$ cat src/rtl/pio_pixel_feeder.sv
// Pixel frame feeder for a WS2812 PIO state machine.
// Holds NUM_PIXELS GRB pixels and, on start, pushes each one as
// {pixel, 8'h00} into the TX FIFO of machine MINDEX, throttled by the FIFO
// full flag. The feeder then idles for the WS2812 latch gap and pulses
// frame_done.
//
// Handshake: a word is transferred in exactly the cycle where action==4
// (PUSH). The PIO side has no ready signal; full==1 stands in for !ready and
// blocks the push. action is combinational from the current state and full,
// so a push lands in the first cycle full is seen low.
module pio_pixel_feeder #(
  parameter int NUM_PIXELS   = 16,
  parameter int MINDEX       = 0,
  parameter int PUSH_GAP     = 2,
  parameter int LATCH_CYCLES = 1400,
  localparam int AW = (NUM_PIXELS > 1) ? $clog2(NUM_PIXELS) : 1
) (
  input  logic          clk,
  input  logic          n_reset,
  input  logic          wr_en,
  input  logic [AW-1:0] wr_addr,
  input  logic [23:0]   wr_data,
  input  logic          start,
  input  logic          full,
  output logic [31:0]   din,
  output logic [3:0]    action,
  output logic [1:0]    mindex,
  output logic          busy,
  output logic          frame_done,
  output logic [7:0]    stall_cnt,
  output logic [2:0]    state_dbg
);

  localparam int CMAX = (LATCH_CYCLES > PUSH_GAP) ? LATCH_CYCLES : PUSH_GAP;
  localparam int CW   = $clog2(CMAX + 1);

  localparam logic [AW:0]   NP_W      = (AW+1)'(NUM_PIXELS);
  localparam logic [AW-1:0] LAST_PTR  = AW'(NUM_PIXELS - 1);
  localparam logic [CW-1:0] GAP_LAST  = CW'(PUSH_GAP - 2);
  localparam logic [CW-1:0] LTCH_LAST = CW'(LATCH_CYCLES - 1);
  localparam logic [3:0]    ACT_PUSH  = 4'd4;

  typedef enum logic [2:0] {
    S_IDLE  = 3'd0,
    S_FETCH = 3'd1,
    S_PUSH  = 3'd2,
    S_GAP   = 3'd3,
    S_LATCH = 3'd4
  } state_t;

  state_t        state, state_nx;
  logic [CW-1:0] cnt, cnt_nx;
  logic [AW-1:0] ptr, ptr_nx;
  logic [7:0]    stall_nx;
  logic [31:0]   din_q;
  logic [23:0]   rd_data;
  logic          push;

  logic [23:0] mem [NUM_PIXELS];

  // Pixel buffer: write port open at all times, read captured only in FETCH
  // so the word stays stable while a push is held off by full.
  always_ff @(posedge clk) begin
    if (wr_en && ({1'b0, wr_addr} < NP_W)) mem[wr_addr] <= wr_data;
    if (state == S_FETCH) rd_data <= mem[ptr];
  end

  // Control state and registered outputs; reset aborts a frame immediately.
  always_ff @(posedge clk or negedge n_reset) begin
    if (!n_reset) begin
      state     <= S_IDLE;
      cnt       <= '0;
      ptr       <= '0;
      stall_cnt <= '0;
      din_q     <= '0;
    end else begin
      state     <= state_nx;
      cnt       <= cnt_nx;
      ptr       <= ptr_nx;
      stall_cnt <= stall_nx;
      if (push) din_q <= {rd_data, 8'h00};
    end
  end

  // Next-state, push decision, stall counting and frame_done pulse.
  always_comb begin
    state_nx   = state;
    cnt_nx     = cnt;
    ptr_nx     = ptr;
    stall_nx   = stall_cnt;
    push       = 1'b0;
    frame_done = 1'b0;
    case (state)
      S_IDLE: begin
        if (start) begin
          state_nx = S_FETCH;
          ptr_nx   = '0;
          stall_nx = '0;
        end
      end
      S_FETCH: state_nx = S_PUSH;
      S_PUSH: begin
        if (full) begin
          if (stall_cnt != 8'hFF) stall_nx = stall_cnt + 8'd1;
        end else begin
          push     = 1'b1;
          state_nx = S_GAP;
          cnt_nx   = '0;
        end
      end
      S_GAP: begin
        if (cnt == GAP_LAST) begin
          cnt_nx = '0;
          if (ptr == LAST_PTR) begin
            state_nx = S_LATCH;
          end else begin
            ptr_nx   = ptr + AW'(1);
            state_nx = S_FETCH;
          end
        end else begin
          cnt_nx = cnt + CW'(1);
        end
      end
      S_LATCH: begin
        if (cnt == LTCH_LAST) begin
          frame_done = 1'b1;
          state_nx   = S_IDLE;
          cnt_nx     = '0;
        end else begin
          cnt_nx = cnt + CW'(1);
        end
      end
      default: state_nx = S_IDLE;
    endcase
  end

  assign action    = push ? ACT_PUSH : 4'd0;
  assign din       = push ? {rd_data, 8'h00} : din_q;
  assign busy      = (state != S_IDLE);
  assign mindex    = 2'(MINDEX);
  assign state_dbg = state;

endmodule

$ cat config.mk
export PLATFORM = sky130hd
export DESIGN_NAME = pio_pixel_feeder
export DESIGN_NICKNAME = d
export VERILOG_FILES = /design/src/rtl/pio_pixel_feeder.sv
export SDC_FILE = /design/constraint.sdc
export NUM_CORES = 1
export LEC_CHECK = 0
export ABC_AREA = 1
export CAP_MARGIN = 20
export CORE_MARGIN = 10
export CORE_UTILIZATION = 40
export DETAILED_ROUTE_END_ITERATION = 7
export HOLD_SLACK_MARGIN = 0.1
export PLACE_DENSITY = 0.64
export SYNTH_ARGS = -nofsm -noshare
export SYNTH_HDL_FRONTEND = slang
export SYNTH_SLANG_ARGS = --single-unit
$ cat constraint.sdc
create_clock -name clk -period 2.6 [get_ports clk]
set_clock_uncertainty 0.15 [all_clocks]
set_input_delay 0.65 -clock clk [delete_from_list [all_inputs] [get_ports clk]]
set_output_delay 0.65 -clock clk [all_outputs]
set_load 0.005 [all_outputs]
* Word-level counts from Yosys, hierarchy flattened *
Memory sizes are Yosys's and may differ from the RTL's. A register that Yosys moved wholly into a read port is not among the register bits.
Index checks and enable logic that the tools add are counted.

word-level totals
  flip-flop bits (word level) = 58
  latch bits = 0
  bits in writable memories = 384
  bits in read-only memories = 0
  input port bits = 33
  output and inout bits = 51
  logic and storage cells = 59
  memories kept = 1

memories
  memory  words  bits a word  read ports  clocked after memory_dff  write ports  line  source
  mem     16     24           1           1                         1            59    logic [23:0] mem [NUM_PIXELS];

cells by class
  add/sub/neg operators = 3
  multiply operators = 0
  divide/modulo/power cells = 0
  magnitude comparators = 0
  equal/unequal tests = 14
  shift-type cells = 0
  muxes and demuxes = 26
  bitwise logic cells = 0
  reduce and logical (&&, ||, !) cells = 10

operator list
  operator                 number
  $mux W11                 3
  $pmux W11 S3             1
  $mux W32                 1
  $mux W8                  3
  $mux W3                  6
  $pmux W8 S2              1
  $pmux W3 S5              1
  $ne A2 B2 Y1 const B     7
  $mux W4                  3
  $reduce_and A4 Y1        3
  $add A11 B1 Y11 const B  1
  $eq A11 B11 Y1 const B   1
  $logic_not A11 Y1        1
  $add A8 B1 Y8 const B    1
  $ne A8 B8 Y1 const B     1
  $pmux W4 S2              1
  $eq A3 B2 Y1 const B     2
  $mux W1                  6
  $reduce_bool A3 Y1       2
  $add A4 B1 Y4 const B    1
  $eq A4 B4 Y1 const B     1
  $reduce_bool A2 Y1       2
  $eq A3 B1 Y1 const B     1
  $eq A3 B3 Y1 const B     1
  2 further kinds          2

* Depth between registers and ports, before layout *
  depth in word-level cells = 4
  depth in mapped cells = 10
  depth with buffers taken out = 9

* Least setup slack after synthesis *
No wires, ideal clock.

  kind = input-to-reg
  start point = input wr_addr[2]
  end point = memory mem[10][0] (enable)
  setup time = 405 ps
  data arrival time = 1891 ps
  required time = 2045 ps
  slack = 154 ps
  cell stages on the path = 2
  buffers on the path = 0
  path through = nand3b_1 > nor2_1

RTL lines
  element             line  source
  start: declaration  21    input logic [AW-1:0] wr_addr,
  end: declaration    59

No word-level cell before the write port.

* Worst setup path after layout *
  start point = register state[2] (netlist: state_dbg[2])
  end point = output din[19]

on the way
  word-level cells in the longest chain between the ends = 3

ends and longest elaborated chain
  element                   line  source
  start: declaration        51    state_t state, state_nx;
  start signal: assignment  77    state <= state_nx;
  $eq A3 B2 Y1              93    case (state)
  $mux W1                   93
  $mux W32                  --
  end: declaration          25    output logic [31:0] din,

No other way between the ends.

==> results list <==
- Synthesis produced a netlist whose cell count is 1608.
* Ports: 84
- Setup TNS: -1.226 ns
- Setup violations remaining at the end of the flow were counted as 30.
- Leading cell types in the layout, fill and taps excluded: 408 x sky130_fd_sc_hd__edfxtp_1, 405 x sky130_fd_sc_hd__nand2_1, 170 x sky130_fd_sc_hd__nor2_1
- Entering global routing, the biggest net connects between 100 and 150 pins.
* DRC errors left: 0
- The checks that failed: negative setup slack.
- The first TritonRoute pass finished after 5 iterations.
- Run status: complete, but fails checks
- Global-route wire length before repair: between 70 and 80 mm
* Wire length after detailed routing: 47.61 mm
* Largest fanout of any net on the critical path: 4
* Die H: around 240 µm
- After layout, the worst setup slack is -0.09518 ns.
- In this run the tightest slew margin relative to its limit is 57.12%.
* Net count of the finished layout: 1827
- Derived from the worst setup path, the maximum achievable clock frequency is 0.3710 GHz.
- After layout, the design draws a total of 21.37 mW.
- Max-cap violations in this run came to 0.
- The die covers about 56000 µm².
- In this run, the number of DRC markers left after iteration 0 of detailed routing was 1116.
* Sequential share of power: 42.3%
- After clock tree synthesis, the clock-pin slew on the worst setup and hold paths is 0.06 ns.
* Cell at the root of the clock tree: sky130_fd_sc_hd__clkbuf_16
- The via count of the first global-routing pass was 12570.
- Fraction of final layout cells with drive strength greater than 1: 18.13%
- # rows: a little under 80
* Number of cells in the finished layout apart from fillers: ~2400
- The worst hold path belongs to the class in2async.
- Of the total power, the share spent switching nets is 29.80%.
- For this run, the number of Yosys warnings is 0.
* TritonCTS Sinks: 466
- Most common cell after layout, fill and taps aside: sky130_fd_sc_hd__edfxtp_1
* Signed area change from the synthesized netlist to the final layout: 23.47%
- DRT antenna net count: 0
- Lkg Pwr: approximately 8.7 nW
* Ranking of synthesized cells by area: sky130_fd_sc_hd__edfxtp_1 65%, sky130_fd_sc_hd__nand2_1 8.8%, sky130_fd_sc_hd__dfrtp_1 7.7%
- For the worst setup path, the data arrival time is ~1.9 ns.
- Reported net switching power: 6.368 mW
* Share of the synthesized area in the top cell type: 65.11%
- Cell Area, Synth: 18820 µm²
- Dividing the detail-routed wire length by the instance count gives 19.57 µm.
- Period minus WS final: about 2.7 ns
* Number of antenna violations at the first check in global routing: 1
- The final critical path takes up 103.7% of the cycle.
- The congestion estimate from routability-driven global placement came to 0.8239.
- The number of failing hold endpoints at the final stage was 0.
- Starting utilization of the core area: 40.42%
- Buffers placed on the I/O ports in this run total a little under 80.
- The repair_antennas step left the layout with diodes totalling 0.
- Worst setup EP type: output port
* Area of the multi-input gates: just under 5000 µm²
- Via-per-instance ratio: 5.233
* Clock latency on the worst-skew pair: 0.58 ns
* Via count: ~13000
* HPWL after detailed placement: 26.73 mm
- Across the whole layout, storage elements account for 13710 µm².
- Fill cells in the final layout number 3926.
* Fraction of power consumed by the clock network: a little under a third
- The clock passes through at most 3 buffers.
- The number of clock buffers added by TritonCTS is 48.
* Placeable core area: 46560 µm²
* Part of the Yosys area used for sequential elements: between 70 and 80%
- Post-Syn Area per Cell: about 12 µm²
* Proportion of power drawn by combinational gates: 26.4%
- STA classifies the critical path startpoint as a flop.
* Total overflow reported by the global router: 0
* Global Route Usage Sum: 16.46%
- Data on the critical path is required at its endpoint by 1.80 ns.
- Power per Cell Area: 919.9 nW/µm²
* Number of pins exceeding their max-slew limit in the final report: 0
- Transition time at the pin with the least slew margin: 0.6432 ns
- Peak supply drop: 837.6 µV
- The floorplan step set the die width to 236.9 µm.
* Internal Dissipation: 15.01 mW
* Placed cells: 2266
- Cell type with the highest aggregate area in the netlist: sky130_fd_sc_hd__edfxtp_1
- After synthesis, the netlist uses 33 different library cells.
- Synthesis-stage register bit count: roughly 470
* CTS H-Tree Depth: 2
- Unrepaired setup endpoints after global routing: true
* Setup CP Type: reg2out
- Clock tree from TritonCTS: done
[state kept, by name (all words and copies together) (netlist names)]
signal,cells
state_dbg,3
rd_data,24
stall_cnt,8
din_q,32
ptr,4
mem,384
cnt,11
[metrics by stage]
stage          setup slack (ns)  hold slack (ns)  cell area, µm²  util [%]
2_1_floorplan            0.1539           0.2044           18830         -
3_3_place_gp            -0.3519           0.3145           20780     44.63
3_5_place_dp            -0.3839           0.3117           20780     44.63
4_1_cts                 -0.1382           0.3008           22960     49.31
5_1_grt                 -0.1770           0.3201           23230     49.91
6_report               -0.09518           0.3160           23230     49.91
[power by group through the flow]
stage                     clock network, mW  registers (mW)  logic, mW
after floorplan                           0            9.03       2.79
after global placement                    0            9.15       4.32
after detailed placement                  0            9.14       4.41
after CTS                              6.80            9.02       5.19
after global routing                   7.07            9.09       6.22
final                                  6.67            9.05       5.65
[layout make-up]
cell class                      instances  area share, %
Inverter                               44         0.7647
Sequential cell                       466          59.01
Clock inverter                         31          1.244
Timing Repair Buffer                  220          9.731
Multi-Input combinational cell       1010          20.69
Tap cell                              607          3.269
Clock buffer                           55          5.283
[synthesized netlist by cell type]
cell                       number
sky130_fd_sc_hd__clkinv_1       1
sky130_fd_sc_hd__inv_1         31
sky130_fd_sc_hd__nor2_4         2
sky130_fd_sc_hd__buf_1          5
sky130_fd_sc_hd__a21boi_2       1
sky130_fd_sc_hd__buf_2         30
sky130_fd_sc_hd__conb_1         1
sky130_fd_sc_hd__o21ai_1       35
sky130_fd_sc_hd__xnor2_1        1
sky130_fd_sc_hd__nor3b_1        1
sky130_fd_sc_hd__buf_4         14
sky130_fd_sc_hd__xor2_1         6
sky130_fd_sc_hd__or2_1          1
sky130_fd_sc_hd__o211ai_1      40
sky130_fd_sc_hd__nor2_1       197
sky130_fd_sc_hd__edfxtp_1     408
sky130_fd_sc_hd__o21ai_0       88
sky130_fd_sc_hd__nand3_1       83
sky130_fd_sc_hd__nand3b_1       3
sky130_fd_sc_hd__clkbuf_1      36
sky130_fd_sc_hd__inv_4          1
sky130_fd_sc_hd__dfrtp_1       58
sky130_fd_sc_hd__nand2_2        2
sky130_fd_sc_hd__nor3_1         4
sky130_fd_sc_hd__a21oi_1       66
sky130_fd_sc_hd__a31oi_1       16
sky130_fd_sc_hd__nor4_1         1
sky130_fd_sc_hd__nand2_1      442
sky130_fd_sc_hd__ha_1           4
sky130_fd_sc_hd__nand4_1       11
sky130_fd_sc_hd__or2_2          1
sky130_fd_sc_hd__inv_2         11
sky130_fd_sc_hd__buf_6          7
[per-layer routing]
metal / vias up / global-route usage (%) / wire (µm)
met5: - / 0 / 11
met4: 2 / 5.790 / 1025
met3: 80 / 3.288 / 3380
met2: 418 / 26.98 / 23130
met1: 6281 / 21.37 / 20060
li1: 5950 / - / -
[worst paths after layout]
path                            slack [ns]   endpoint          from  cells after the start
worst min register to register        0.32  din_q[26]     din_q[26]                      2
min in group clk                      0.32  din_q[26]     din_q[26]                      2
max in group asynchronous             1.42     ptr[0]       n_reset                      3
worst max register to register       -0.09  din_q[19]  state_dbg[1]                     19
worst max-delay path                  -0.1    din[19]  state_dbg[2]                     10
worst min-delay path                  0.32  din_q[13]       n_reset                      2
[timing repair]
item / in CTS / in global routing
hold buffers: 1 / 0
gates cloned: 4 / 0
endpoints found under the hold margin: 57 / 0
resized for setup: 194 / 60
endpoints found under the setup margin: 35 / 40
pin swaps: 16 / 14
setup buffers: 67 / 13
[critical path: stages (launching register included)]
cell and delay [ns]:
sky130_fd_sc_hd__dfrtp_1 0.39, sky130_fd_sc_hd__inv_2 0.08, sky130_fd_sc_hd__nand2_4 0.06, sky130_fd_sc_hd__nor2_4 0.13, sky130_fd_sc_hd__nand2_4 0.10, sky130_fd_sc_hd__inv_8 0.10
sky130_fd_sc_hd__buf_12 0.13, sky130_fd_sc_hd__buf_6 0.12, sky130_fd_sc_hd__nand2_4 0.04, sky130_fd_sc_hd__nand2_2 0.09, sky130_fd_sc_hd__buf_6 0.10
[cell families (layout without fill, tap and decap cells)]
| family | after synthesis | count (layout) | synth area share (%) |
|---|---|---|---|
| compound gates | 246 | 246 | 7.214 |
| xor+xnor | 7 | 7 | 0.3258 |
| fa+ha+maj | 4 | 4 | 0.2660 |
| buf+inv | 136 | 350 | 3.484 |
| flops | 466 | 466 | 72.82 |
| other cells | 1 | 5 | 0.01993 |
| simple gates | 748 | 748 | 15.87 |
No activity file was read; power rests on OpenSTA's default activity.
